[src/rtl/axi_interconnect_fifogen_pkg.sv]
// Shared types and pointer-code helpers for the interconnect's generated async FIFOs.
// Helpers work on a wide zero-extended word; callers cast the result to pointer width.
package axi_interconnect_fifogen_pkg;

    localparam int PTR_MAX_W = 32;

    typedef enum logic [1:0] {
        S_EMPTY = 2'd0,
        S_ONE   = 2'd1,
        S_TWO   = 2'd2
    } buf_state_t;

    function automatic logic [PTR_MAX_W-1:0] bin2gray(input logic [PTR_MAX_W-1:0] b);
        return b ^ (b >> 1);
    endfunction

    // Leading zeros of a zero-extended Gray code leave the low bits unchanged.
    function automatic logic [PTR_MAX_W-1:0] gray2bin(input logic [PTR_MAX_W-1:0] g);
        logic [PTR_MAX_W-1:0] b;
        b[PTR_MAX_W-1] = g[PTR_MAX_W-1];
        for (int i = PTR_MAX_W - 2; i >= 0; i--) begin
            b[i] = b[i+1] ^ g[i];
        end
        return b;
    endfunction

endpackage

[src/rtl/axi_interconnect_fifogen_rdbuf.sv]
// Two-entry first-word-fall-through output buffer; entry 0 is always the head.
// A push arrives one cycle after the RAM read; the issuer guarantees no push in S_TWO.
module axi_interconnect_fifogen_rdbuf
    import axi_interconnect_fifogen_pkg::*;
#(
    parameter int DW = 32
) (
    input  logic          clk_sys,
    input  logic          rst,
    input  logic          push,
    input  logic [DW-1:0] push_data,
    input  logic          m_ready,
    output logic          m_valid,
    output logic [DW-1:0] m_data,
    output logic [1:0]    occ,
    output logic          pop
);

    buf_state_t    state;
    buf_state_t    state_nxt;
    logic [DW-1:0] ent0;
    logic [DW-1:0] ent1;

    assign m_valid = (state != S_EMPTY);
    assign pop     = m_valid && m_ready;
    assign occ     = state;
    assign m_data  = ent0;

    always_ff @(posedge clk_sys) begin
        if (rst) begin
            state <= S_EMPTY;
        end else begin
            state <= state_nxt;
        end
    end

    always_comb begin
        state_nxt = state;
        case (state)
            S_EMPTY: if (push) state_nxt = S_ONE;
            S_ONE: begin
                if (push && !pop) begin
                    state_nxt = S_TWO;
                end else if (!push && pop) begin
                    state_nxt = S_EMPTY;
                end
            end
            S_TWO:   if (pop) state_nxt = S_ONE;
            default: state_nxt = S_EMPTY;
        endcase
    end

    // Storage stage: push lands at the tail, pop shifts entry 1 into the head.
    always_ff @(posedge clk_sys) begin
        if (rst) begin
            ent0 <= '0;
            ent1 <= '0;
        end else begin
            case (state)
                S_EMPTY: if (push) ent0 <= push_data;
                S_ONE: begin
                    if (push && pop) begin
                        ent0 <= push_data;
                    end else if (push) begin
                        ent1 <= push_data;
                    end
                end
                S_TWO:   if (pop) ent0 <= ent1;
                default: ;
            endcase
        end
    end

endmodule

[src/rtl/axi_interconnect_fifogen_rdctrl.sv]
// Read-side controller of the generated async FIFO: write-pointer Gray decode pipeline,
// read pointers, RAM read issue, FWFT output buffer and level/error status.
module axi_interconnect_fifogen_rdctrl
    import axi_interconnect_fifogen_pkg::*;
#(
    parameter int AW        = 4,
    parameter int DW        = 32,
    parameter int G2B_PIPE  = 1,
    parameter int AEMPTY_TH = 2,
    parameter int U_DLY     = 1
) (
    input  logic          clk_sys,
    input  logic          rst,
    input  logic [AW:0]   wptr_gray_sync,
    output logic [AW:0]   rptr_gray,
    output logic          ram_ren,
    output logic [AW-1:0] ram_raddr,
    input  logic [DW-1:0] ram_rdata,
    output logic          m_valid,
    input  logic          m_ready,
    output logic [DW-1:0] m_data,
    output logic          empty,
    output logic          aempty,
    output logic [AW:0]   rd_level,
    output logic          ptr_err
);

    localparam logic [AW:0] DEPTH  = {1'b1, {AW{1'b0}}};
    localparam logic [AW:0] AE_TH  = (AW+1)'(AEMPTY_TH);
    localparam logic [AW:0] PTR_ONE = (AW+1)'(1);

    logic [AW:0] wptr_bin_p0;
    logic [AW:0] wptr_bin_pn;
    logic [AW:0] rptr_bin;
    logic [AW:0] rptr_bin_nxt;
    logic [AW:0] avail_raw;
    logic [AW:0] avail;
    logic        bad_ptr;
    logic        pend;
    logic        pop;
    logic [1:0]  occ;
    logic [2:0]  room;

    // U_DLY is accepted for compatibility with delayed-NBA builds; no delay is modelled here.
    if (U_DLY < 0) begin : g_udly_unused
    end

    assign wptr_bin_p0 = (AW+1)'(gray2bin(PTR_MAX_W'(wptr_gray_sync)));

    // Decode pipeline stage(s): a stale value only under-reports the available words.
    if (G2B_PIPE == 0) begin : g_g2b_comb
        assign wptr_bin_pn = wptr_bin_p0;
    end else begin : g_g2b_pipe
        logic [AW:0] stg_p1 [G2B_PIPE];
        always_ff @(posedge clk_sys) begin
            if (rst) begin
                for (int k = 0; k < G2B_PIPE; k++) stg_p1[k] <= '0;
            end else begin
                stg_p1[0] <= wptr_bin_p0;
                for (int k = 1; k < G2B_PIPE; k++) stg_p1[k] <= stg_p1[k-1];
            end
        end
        assign wptr_bin_pn = stg_p1[G2B_PIPE-1];
    end

    // An inconsistent pointer pair is never trusted, not even in the cycle it appears.
    assign avail_raw = wptr_bin_pn - rptr_bin;
    assign bad_ptr   = (avail_raw > DEPTH);
    assign avail     = (ptr_err || bad_ptr) ? '0 : avail_raw;

    assign room         = {1'b0, occ} + {2'b00, pend} - {2'b00, pop};
    assign ram_ren      = !rst && (avail != '0) && (room < 3'd2);
    assign ram_raddr    = rptr_bin[AW-1:0];
    assign rptr_bin_nxt = ram_ren ? (rptr_bin + PTR_ONE) : rptr_bin;

    // Issue stage: pointers advance with the read, pend marks the word due next cycle.
    always_ff @(posedge clk_sys) begin
        if (rst) begin
            rptr_bin  <= '0;
            rptr_gray <= '0;
            pend      <= 1'b0;
            ptr_err   <= 1'b0;
        end else begin
            rptr_bin  <= rptr_bin_nxt;
            rptr_gray <= (AW+1)'(bin2gray(PTR_MAX_W'(rptr_bin_nxt)));
            pend      <= ram_ren;
            ptr_err   <= ptr_err | bad_ptr;
        end
    end

    axi_interconnect_fifogen_rdbuf #(
        .DW(DW)
    ) u_rdbuf (
        .clk_sys   (clk_sys),
        .rst       (rst),
        .push      (pend),
        .push_data (ram_rdata),
        .m_ready   (m_ready),
        .m_valid   (m_valid),
        .m_data    (m_data),
        .occ       (occ),
        .pop       (pop)
    );

    assign rd_level = rst ? '0
                    : (avail + {{AW{1'b0}}, pend} + {{(AW-1){1'b0}}, occ});
    assign aempty   = (rd_level <= AE_TH);
    assign empty    = !m_valid;

endmodule

[config.mk]
export PLATFORM = sky130hd
export DESIGN_NAME = axi_interconnect_fifogen_rdctrl
export DESIGN_NICKNAME = d
export VERILOG_FILES = /design/src/rtl/axi_interconnect_fifogen_pkg.sv /design/src/rtl/axi_interconnect_fifogen_rdbuf.sv /design/src/rtl/axi_interconnect_fifogen_rdctrl.sv
export SDC_FILE = /design/constraint.sdc
export NUM_CORES = 1
export LEC_CHECK = 0
export CAP_MARGIN = 5
export CORE_MARGIN = 2
export CORE_UTILIZATION = 49
export DETAILED_ROUTE_END_ITERATION = 8
export GPL_ROUTABILITY_DRIVEN = 0
export PLACE_DENSITY = 0.79
export SETUP_SLACK_MARGIN = 0.02
export SYNTH_ARGS = -nofsm -noshare
export SYNTH_HDL_FRONTEND = slang
export SYNTH_SLANG_ARGS = --single-unit
[constraint.sdc]
create_clock -name clk_sys -period 5.3 [get_ports clk_sys]
set_input_delay 1.59 -clock clk_sys [delete_from_list [all_inputs] [get_ports clk_sys]]
set_output_delay 1.59 -clock clk_sys [all_outputs]
set_load 0.01 [all_outputs]
==> results.yml <==
status:
  outcome: "finished, final reports clean"
route:
  first_pass_iters: 4
  drc: 0
  viasPerCell: 5.17
  ant_nets: 0
  drt_iter0_markers: 114
  drt_wl_total_mm: 8.66
  route.vias.total: 3251
  avgRoutedWirePerCell_um: 13.8
cells_and_area:
  finalInstanceArea_mm2: 0.00502
  nNetsFinal: 576
  layout_common_cells: "clkdlybuf4s50_1, dfxtp_1, nand2_1, nor2_1, a21oi_1"
  num_antenna_cells: 0
  drive_gt1_frac: 0.106
  layout_commonest_cell: "clkdlybuf4s50_1"
  syn_to_final_growth_pct: 34.3
timing:
  fin_crit_ps: 5180
  setup_viol: 0
  fin_skew_ps: 8.88
  finalCritPeriodShare: 0.977
  maxSlewViolCount: 0
  worst-slew-pin-transition_ps: 1140
  timing.slew.headroom: 0.235
  timing.fmax_ghz: 0.193
  finalHoldViolCount: 0
yosys:
  syn-cell-area_mm2: 0.00374
  synth_nets: 485
  synth.largest_area_cell: "dfxtp_1"
  synth_fa_ha_area_frac: 0.0449
  synthXorXnorAreaFrac: 0.0509
  synthCells: 434
  ys_seq_area_frac: 0.439
  synthSimpleGateAreaFrac: 0.181
  synth_cell_types: 40
  ys_warn_count: 0
  ys_ff_latch: 82
  yosys-top-cells-area: "dfxtp_1, mux2i_1, nand2_1, a211oi_1, nor2_1"
  synth_top_family_by_area: "simple AND/OR/NAND/NOR gates"
  syn_avg_cell_area_um2: 8.61
  synth_mux_area_frac: 0.102
  synth_compound_area_frac: 0.141
  synth_top_area_share: 0.439
power_and_ir_drop:
  ir_drop_mv: 0.204
  power_density_mw_per_mm2: 434
  p_leak_nw: 2.04
  power_w: 0.00218
flow_run:
  maxCapViolations: 0
hold_path:
  min_path_type: "flop to flop"
  holdPathStages: 2
cts:
  cts_buffer_depth: 2
  clock-root-buffer: "clkbuf_8"
  cts.sinks: 82
  htreeDepth: 3
  worstSkewPairLatency_ps: 340
  cts-buffers-inserted: 9
  clkTransAtPathRegs_ps: 90
  tritoncts: "built"
worst_setup_path:
  cp.depth: 9
  r2r_cells: 12
  critical_path_buf_inv_count: 2
  crit_fanout: 2
  worstSetupPathType: "input port to output port"
  cp-end-kind: "output port"
  worstPathRequired_ps: 3710
  cp_cell_sequence: "dlygate4sd2_1, nor2b_4, ha_1, nand2b_4, fa_2, nand2_1, or2_4, nor3_2, buf_2"
  slowest_delay_ps: 520
  cp_data_arrival_time_ps: 3590
  path_delay_family: "simple AND/OR/NAND/NOR gates"
  slowest_stage: "fa_2"
  cp-start-kind: "input port"
global_route:
  grt_first_pass_wirelength_mm: 14.3
  grt_pass1_vias: 3146
  grt_use_total: 0.212
  antenna_found_initial: 0
  overflow: 0
  grt_max_degree: 83
floorplanning:
  rows: 31
  io_pins: 91
  die_height_um: 91.3
  core-area_mm2: 0.00733
  start_util: 0.510
  die_area_mm2: 0.00834
  die-width_um: 91.3
placement:
  dp_hpwl_mm: 5.94
  io_buffer_count: 90
  place_area_mm2: 0.00479
[stage by stage]
step / setup TNS (ps) / cells / util / setup slack [ps] / hold slack (ps)
6_report: 0 / 629 / 0.685 / 119 / 457
5_1_grt: -11.8 / 629 / 0.685 / -11.8 / 474
4_1_cts: 0 / 629 / 0.684 / 96.0 / 459
3_5_place_dp: -765 / 612 / 0.653 / -608 / 447
3_3_place_gp: -618 / 612 / 0.653 / -617 / 441
2_1_floorplan: 0 / 434 / - / 71.8 / 436
[routing by layer]
layer | vias to the layer above | GRT usage | routed length [um]
met1 | 1529 | 0.260 | 3870
met5 | - | 0 | 0
met3 | 2 | 0.0523 | 342
li1 | 1650 | - | -
met4 | 0 | 0.0581 | 36
met2 | 70 | 0.368 | 4420
[logic make-up after synthesis]
kind of cell | count (synthesis)
simple gates | 161
compound gates | 83
flops | 82
buf+inv | 39
mux | 38
xor+xnor | 20
fa+ha+maj | 11
[worst register-to-register path: cells and delay by family (launching register included)]
kind | cells | cell delay [ps]
fa+ha+maj | 2 | 740
mux | 2 | 560
buf+inv | 3 | 430
simple gates | 5 | 910
flops | 1 | 570
[path summary, 6_finish.rpt]
kind               startpoint                to  slack, ps
min          u_rdbuf.ent1[11]  u_rdbuf.ent1[11]        460
max reg2reg    u_rdbuf.occ[1]      rptr_gray[0]       1970
min reg2reg  u_rdbuf.ent1[11]  u_rdbuf.ent1[11]        460
max                   m_ready           ram_ren        120
[what timing repair did]
item	4_1_cts	5_1_grt
setup buffers	1	0
hold endpoints to repair	0	0
hold buffers	0	0
pin swaps	6	4
setup endpoints to repair	3	4
gates resized for setup	21	2
[power by group]
group          switching (W)  leakage [nW]  internal [W]  total [W]
combinational       0.000458          1.28      0.000496   0.000954
sequential         0.0000752         0.668      0.000731   0.000806
clock               0.000232        0.0859      0.000185   0.000417
[cell type report]
type / instances / area (um^2)
Clock inverter: 5 / 37.5
Timing Repair Buffer: 108 / 1020
Tap cell: 99 / 124
Inverter: 11 / 41.3
Sequential cell: 82 / 1640
Fill cell: 582 / 2310
Clock buffer: 11 / 141
Multi-Input combinational cell: 313 / 2010
[cell usage after synthesis]
| cell type | count |
|---|---|
| o21ai_1 | 1 |
| a21oi_2 | 1 |
| a211oi_1 | 34 |
| or3_1 | 1 |
| buf_6 | 1 |
| xnor2_1 | 10 |
| o21ai_0 | 2 |
| nor4_1 | 2 |
| nor3b_1 | 1 |
| mux2i_1 | 36 |
| or3_2 | 1 |
| mux2_1 | 1 |
| dfxtp_1 | 82 |
| and2_1 | 2 |
| a211o_1 | 1 |
| or2_2 | 1 |
| xor2_1 | 8 |
| a21o_1 | 2 |
| nand4_1 | 2 |
| o32ai_1 | 1 |
| mux2_2 | 1 |
| xor2_2 | 1 |
| inv_1 | 11 |
| a31oi_1 | 1 |
| a21oi_1 | 37 |
| or4b_2 | 1 |
| nor2b_1 | 6 |
| nand3b_1 | 2 |
| xnor2_2 | 1 |
| fa_1 | 4 |
| nand3_1 | 2 |
| nor2_1 | 53 |
| clkbuf_1 | 23 |
| nand2b_1 | 2 |
| a21boi_0 | 1 |
| ha_1 | 7 |
| buf_1 | 4 |
| nand2_1 | 79 |
| o31ai_1 | 2 |
| nor3_1 | 6 |
[sequential cells by signal, indices dropped and copies added, names as in the netlist]
register / cells
rptr_gray: 5
rptr_bin: 4
ptr_err: 1
u_rdbuf.occ: 2
u_rdbuf.ent1: 32
pend: 1
u_rdbuf.m_data: 32
g_g2b_pipe.stg_p1: 5
Power figures use the tool's default switching activity.
